### src/rtl/line_loader.sv
// Scene packet loader: assembles threshold + NUM_LINES line coordinates from a byte stream
// into a shadow bank and commits it to the active bank only on frame start.
module line_loader #(
    parameter int unsigned NUM_LINES   = 12,
    parameter int unsigned LINE_BITS   = 8,
    parameter int unsigned THRESH_BITS = 8,
    parameter int unsigned TIMEOUT     = 1023,
    parameter logic [7:0]  HEADER      = 8'hA5
) (
    input  logic                             clk_i,
    input  logic                             rst_i,
    input  logic [7:0]                       data_i,
    input  logic                             valid_i,
    output logic                             ready_o,
    input  logic                             frame_start_i,
    output logic [NUM_LINES*4*LINE_BITS-1:0] lines_o,
    output logic [THRESH_BITS-1:0]           thresh_o,
    output logic                             updated_o,
    output logic                             error_o
);

    localparam int unsigned NUM_COORDS = 4 * NUM_LINES;
    localparam int unsigned IDX_W      = $clog2(NUM_COORDS);
    localparam int unsigned GAP_W      = $clog2(TIMEOUT + 1);
    localparam int unsigned OFF_W      = $clog2(NUM_COORDS * LINE_BITS);
    localparam logic [IDX_W-1:0] LAST_IDX  = IDX_W'(NUM_COORDS - 1);
    localparam logic [GAP_W-1:0] GAP_LIMIT = GAP_W'(TIMEOUT - 1);

    typedef enum logic [1:0] {
        IDLE,
        THRESH,
        COORDS,
        PENDING
    } state_t;

    state_t state, state_next;

    logic                             accept;
    logic                             load_thresh;
    logic                             load_coord;
    logic                             commit;
    logic                             timeout;
    logic [IDX_W-1:0]                 coord_idx;
    logic [GAP_W-1:0]                 gap_cnt;
    logic [OFF_W-1:0]                 coord_off;
    logic [NUM_LINES*4*LINE_BITS-1:0] shadow_lines;
    logic [THRESH_BITS-1:0]           shadow_thresh;

    // Coordinate 4k+j lands at slot 4k+(3-j) so that x0 ends up in the line's MSBs.
    assign coord_off = OFF_W'(int'(coord_idx ^ IDX_W'(3)) * LINE_BITS);

    always_ff @(posedge clk_i) begin
        if (rst_i) begin
            state <= IDLE;
        end else begin
            state <= state_next;
        end
    end

    always_comb begin
        state_next  = state;
        ready_o     = (state != PENDING) && !rst_i;
        accept      = valid_i && ready_o;
        load_thresh = 1'b0;
        load_coord  = 1'b0;
        commit      = 1'b0;
        timeout     = 1'b0;
        case (state)
            IDLE: begin
                if (accept && data_i == HEADER) begin
                    state_next = THRESH;
                end
            end
            THRESH: begin
                if (accept) begin
                    load_thresh = 1'b1;
                    state_next  = COORDS;
                end else if (gap_cnt == GAP_LIMIT) begin
                    timeout    = 1'b1;
                    state_next = IDLE;
                end
            end
            COORDS: begin
                if (accept) begin
                    load_coord = 1'b1;
                    if (coord_idx == LAST_IDX) begin
                        state_next = PENDING;
                    end
                end else if (gap_cnt == GAP_LIMIT) begin
                    timeout    = 1'b1;
                    state_next = IDLE;
                end
            end
            PENDING: begin
                if (frame_start_i) begin
                    commit     = 1'b1;
                    state_next = IDLE;
                end
            end
            default: state_next = IDLE;
        endcase
    end

    always_ff @(posedge clk_i) begin
        if (rst_i) begin
            lines_o       <= '0;
            thresh_o      <= '0;
            shadow_lines  <= '0;
            shadow_thresh <= '0;
            coord_idx     <= '0;
            gap_cnt       <= '0;
            updated_o     <= 1'b0;
            error_o       <= 1'b0;
        end else begin
            updated_o <= commit;
            error_o   <= timeout;

            if ((state == THRESH || state == COORDS) && !accept && !timeout) begin
                gap_cnt <= gap_cnt + 1'b1;
            end else begin
                gap_cnt <= '0;
            end

            if (load_thresh) begin
                shadow_thresh <= data_i[THRESH_BITS-1:0];
                coord_idx     <= '0;
            end

            if (load_coord) begin
                shadow_lines[coord_off +: LINE_BITS] <= data_i[LINE_BITS-1:0];
                coord_idx <= (coord_idx == LAST_IDX) ? '0 : coord_idx + 1'b1;
            end

            if (timeout) begin
                coord_idx <= '0;
            end

            if (commit) begin
                lines_o  <= shadow_lines;
                thresh_o <= shadow_thresh;
            end
        end
    end

endmodule

### config.mk
export PLATFORM = sky130hd
export DESIGN_NAME = line_loader
export DESIGN_NICKNAME = d
export VERILOG_FILES = /design/src/rtl/line_loader.sv
export SDC_FILE = /design/constraint.sdc
export NUM_CORES = 2
export LEC_CHECK = 0
export BUFFER_PORTS_ARGS = -buffer_cell sky130_fd_sc_hd__buf_2
export CORE_UTILIZATION = 45
export CTS_BUF_LIST = sky130_fd_sc_hd__clkbuf_8
export DETAILED_ROUTE_END_ITERATION = 6
export MAX_ROUTING_LAYER = met4
export PLACE_DENSITY = 0.66
export SETUP_SLACK_MARGIN = 0.02
export SYNTH_ARGS = -nofsm -noshare
export SYNTH_HDL_FRONTEND = slang
export SYNTH_SLANG_ARGS = --single-unit
### constraint.sdc
create_clock -name clk_i -period 3.1 [get_ports clk_i]
set_clock_uncertainty 0.1 [all_clocks]
set_input_delay 0.155 -clock clk_i [delete_from_list [all_inputs] [get_ports clk_i]]
set_output_delay 0.155 -clock clk_i [all_outputs]
set_load 0.01 [all_outputs]
### After elaboration in Yosys (flattened, before gate mapping)

Index checks and enable logic that the tools add are counted.

| operators by class | value |
|---|---|
| shifts and indexed selects | 2 |
| muxes and demuxes | 19 |
| equality and inequality tests | 10 |
| bitwise operators | 2 |
| reductions and logical operators | 15 |
| add/sub/neg operators | 3 |

Operators by type and width:

| kind | count |
|---|---|
| 384-bit bitwise mux | 1 |
| 8-bit by 11-bit variable shift with 384-bit output, first input constant | 1 |
| 8-bit by 11-bit indexed part select with 384-bit output | 1 |
| 6-bit two-way mux | 3 |
| 2-bit two-way mux | 6 |
| 9-bit negator with 11-bit output | 1 |
| 10-bit by 1-bit adder with 10-bit output, second input constant | 1 |
| 10-bit == test, second input constant | 1 |
| 8-bit == test, second input constant | 1 |
| 1-bit two-way mux | 8 |
| 2-bit case mux with 4 select lines | 1 |
| 6-bit by 1-bit adder with 6-bit output, second input constant | 1 |
| 6-bit == test, second input constant | 1 |
| 2-bit inequality test, second input constant | 3 |
| 2-bit OR reduction | 3 |
| 1-bit logical AND | 5 |
| 2-bit == test, second input constant | 2 |
| 1-bit zero test | 3 |
| 3-bit inequality test, second input constant | 1 |
| 3-bit AND reduction | 1 |
| 2-bit by 1-bit == test with 1-bit output, second input constant | 1 |
| 2-bit zero test | 1 |
| 2-bit NOT | 1 |
| 2-bit nonzero test | 1 |
| 2 further kinds | 2 |

| word-level totals | value |
|---|---|
| output and inout bits | 395 |
| logic and storage cells | 60 |
| bits in registers | 804 |
| bits of input ports | 12 |

### Logic depth before layout (Yosys ltp)

| logic depth | value |
|---|---|
| depth in word-level cells | 9 |
| depth in mapped cells | 12 |
| gate-level depth less buffers | 7 |

### Least setup slack after synthesis

OpenSTA, ideal clock, no wires.

| timing | value |
|---|---|
| path kind | register -> register |
| start | reg coord_idx[0] |
| end | reg shadow_lines[16] |
| slack | 0.301 ns |
| library setup time | 0.132 ns |
| path buffers | 5 |
| required time | 2.868 ns |
| period minus slack after synthesis | 2.799 ns |
| cell stages (with the launch flop) | 12 |
| data arrival time | 2.567 ns |
| cell sequence | dfxtp_1 -> buf_2 -> clkinv_1 -> clkbuf_1 -> ha_1 -> clkbuf_1 -> and2_1 -> clkbuf_1 -> and3_1 -> clkbuf_1 -> nand2_1 -> mux2i_1 |

| between the ends | value |
|---|---|
| word-level cells in the longest chain between the ends | 4 |
| elaborated cells on any way between the ends | 5 |
| those cells by class | add/sub (1); shift (2); mux (1); bitwise (1) |

Ends and longest elaborated chain:

| item | line | text |
|---|---|---|
| start, declared | 43 | `logic [IDX_W-1:0] coord_idx;` |
| start signal, assigned | 131 | `coord_idx <= (coord_idx == LAST_IDX) ? '0 : coord_idx + 1'b1;` |
| 2-bit NOT (no source line) * | n/a |  |
| 9-bit negator with 11-bit output * | 130 | `shadow_lines[coord_off +: LINE_BITS] <= data_i[LINE_BITS-1:0];` |
| 8-bit by 11-bit indexed part select with 384-bit output / 8-bit by 11-bit variable shift with 384-bit output (equally long branches) | 130 |  |
| 384-bit bitwise mux * | 130 |  |
| end signal, assigned by index | 130 |  |
| end, declared | 46 | `logic [NUM_LINES*4*LINE_BITS-1:0] shadow_lines;` |

Mark *: on every way between the ends. The rest lies on a longest branch, timed or not.
A chain may end at the register's enable or synchronous reset.

### Worst setup path after layout

| timing | value |
|---|---|
| start | reg coord_idx[0] |
| end | reg shadow_lines[134] |

The elaborated chain is that of the path after synthesis.

==> summary.md <==
| Metric | Value |
|---|---|
| Async S/R FF share, synth | 0% |
| Overall routing resource usage | between 20 and 30% |
| Routed len/inst | between 20 and 25 um |
| Primary FF master, synth | dfxtp_1 |
| Final min period | just under 3 ns |
| Max Slew Vio Count | 0 |
| Die width | roughly 260 um |
| Yosys reg bits | 804 |
| Post-synth EDFFs | 0 |
| Setup crit end kind | flop |
| Fin crit share | between 90% and 100% |
| WP data required | ~3.6 ns |
| CTS tree | done |
| Clock transition at path regs | 0.06 ns |
| CTS Root Cell | clkbuf_8 |
| Core Area | between 60000 and 70000 um^2 |
| RSZ-0062 raised after global routing | true |
| Initial DRC Count | around 2300 |
| Met2 usage | 45.2% |
| Die height | roughly 260 um |
| Crit start category | flop |
| Most common cell after layout, fill and taps aside | nand2_1 |
| Largest net degree at the start of global routing | about 230 |
| Post-DRT Antenna Nets | 0 |
| Detail Placement HPWL | 69.0 mm |
| Max Cap Viol | 0 |
| VDD IR-drop max | between 300 and 400 uV |
| Synthesized area | 30300 um^2 |
| Fin util | between 50% and 60% |
| Lkg Pwr | 15.6 nW |
| Skew-Pair Late Insertion Delay | 0.80 ns |
| Cts bufs inserted | 137 |
| Post-synthesis cell count | 3486 |
| Port bufs | a little over 400 |
| Relative slew margins | between 20% and 30% |
| DR DRC count | 0 |
| Hold Fails Final Rpt | 0 |
| Length of the first detailed-routing pass in iterations | 6 |
| Number of global-route vias before repair | roughly 24000 |
| Design Power | 20.2 mW |
| Placement Cell Area | around 34000 um^2 |
| Via/cell ratio | approximately 5.3 |
| Worst Path Arrival | 3.51 ns |
| Fmax | 0.337 GHz |
| Outcome | completed |
| Distinct cells, synth | 70 |
| Synth Area per Inst | slightly below 9 um^2 |
| Worst-path fanout max | 9 |
| Most frequent cells in the layout | nand2_1 (890), dfxtp_1 (804), a21oi_1 (467), buf_2 (405), mux2i_1 (247) |
| Final GP Congestion | ~1.0 |
| First-pass GRT wire length | between 100 and 150 mm |
| Met3 Track Usage GR | roughly 7% |
| Min-Delay Path Class | input pin to flop |
| Pwr/cell area | 547 nW/um^2 |
| Proportion of layout cells with a drive suffix above 1 | a little over a fifth |
| Post-Syn Nets | ~3500 |
| Area growth syn-to-layout | 22.2% |
| Min Hold Slack | ~0.14 ns |
| Final wirelength | between 90 and 100 mm |
| H-Tree Depth | 4 |
| Vias post-DR | 26100 |
| Fin nets | between 3000 and 4000 |
| Seq/Total Area, Yosys | 53.1% |
| Met1 usage | between 30% and 40% |
| DIE AREA | just under 70000 um^2 |
| Gr busiest metal | met2 |
| Ys Warns | 0 |
| Worst-Margin Slew | 1.17 ns |
| Row Count | 94 |
| Top-area cell type share of the netlist area | a little over half |
| Gr ovfl total | 0 |
| Crit path kind | flop to flop |
| Initial Util | about 46% |
| CTS Buffer Depth | 3 |
| Post-synth top area cell | dfxtp_1 |
| Area contributors post-synth | dfxtp_1 (53%), nand2_1 (11%), mux2i_1 (8.2%) |
| Number of clock sinks | around 800 |
| Antenna violations before repair | 3 |
| IO Pins | 407 |
| Final setup fails | 0 |
| Design area | approximately 37000 um^2 |
sequential cells by signal (all words and copies together) (netlist names):
| register | flops |
|---|---|
| coord_idx | 6 |
| error_o | 1 |
| gap_cnt | 10 |
| lines_o | 384 |
| shadow_lines | 384 |
| shadow_thresh | 8 |
| state | 2 |
| thresh_o | 8 |
| updated_o | 1 |
synthesized netlist by cell type, drive strengths merged, types with 9 or more instances:
library cell    n
nand2b        234
or3            13
a21oi         468
o2111ai        10
ha             10
dfxtp         804
mux2i         247
clkbuf        221
nand3          82
xor2            9
nor3           11
nand3b         46
buf            49
nand4          17
nand2         894
nor2          122
o21ai         121
or4            11
o31ai          11
nor2b          20
inv             9
critical path, stage by stage, from the launching register on:
cell and delay, ns:
dfxtp_1 0.32, ha_1 0.38, buf_4 0.23, nor3b_2 0.16, buf_4 0.20, a2111oi_1 0.44, and3_1 0.40, nand2_1 0.37
mux2i_1 0.20
area by class of cell:
type | count | area, um^2
Clock inverter | 65 | 350
Tap cell | 864 | 1080
Sequential cell | 804 | 16100
Fill cell | 6135 | 29200
Antenna cell | 2 | 5.00
Multi-Input combinational cell | 2402 | 13200
Inverter | 10 | 37.5
Clock buffer | 172 | 2370
Timing Repair Buffer | 622 | 3930
worst paths after layout:
check	slack, ns	cells after the start	endpoint	start
worst max register to register	0.13	8	shadow_lines[134]	coord_idx[0]
worst min register to register	0.32	2	lines_o[150]	shadow_lines[150]
worst min-delay path	0.14	4	shadow_thresh[1]	data_i[1]
worst max-delay path	0.13	8	shadow_lines[134]	coord_idx[0]
cells by family (layout without fill, tap and decap cells):
kind of cell    Yosys count  after routing  share of synthesized area (%)
simple gates           1487           1487                           22.6
flops                   804            804                           53.1
compound gates          643            643                           11.7
buf+inv                 280            869                           3.58
mux                     250            250                           8.27
xor+xnor                 12             12                          0.372
fa+ha+maj                10             10                          0.413
other cells               0              2                              0
stage by stage:
stage	setup TNS, ns	setup WS [ns]	std cells
floorplan	0	0.301	3486
finish	0	0.131	4941
global route	-0.00897	-0.00591	4941
detailed placement	-0.0991	-0.0670	4689
CTS	0	0.134	4938
global placement	-0.187	-0.104	4689
power by group:
| group | internal (mW) | switching (mW) |
|---|---|---|
| Sequential | 10.3 | 0.00216 |
| Clock | 5.08 | 4.34 |
| Combinational | 0.129 | 0.354 |
| Total | 15.5 | 4.70 |
per-layer routing:
metal,part of all wire [%],vias up
li1,-,12600
met1,43,12400
met2,46,853
met3,7.5,198
met4,3.5,0
met5,0,-
timing repair:
item	in CTS	in global routing
hold buffers	12	0
resized for setup	1	0
setup buffers	0	1
pin swaps	0	1
endpoints found under the setup margin	2	26
endpoints found under the hold margin	185	0
Note: power is estimated with default switching activity, not from simulation.
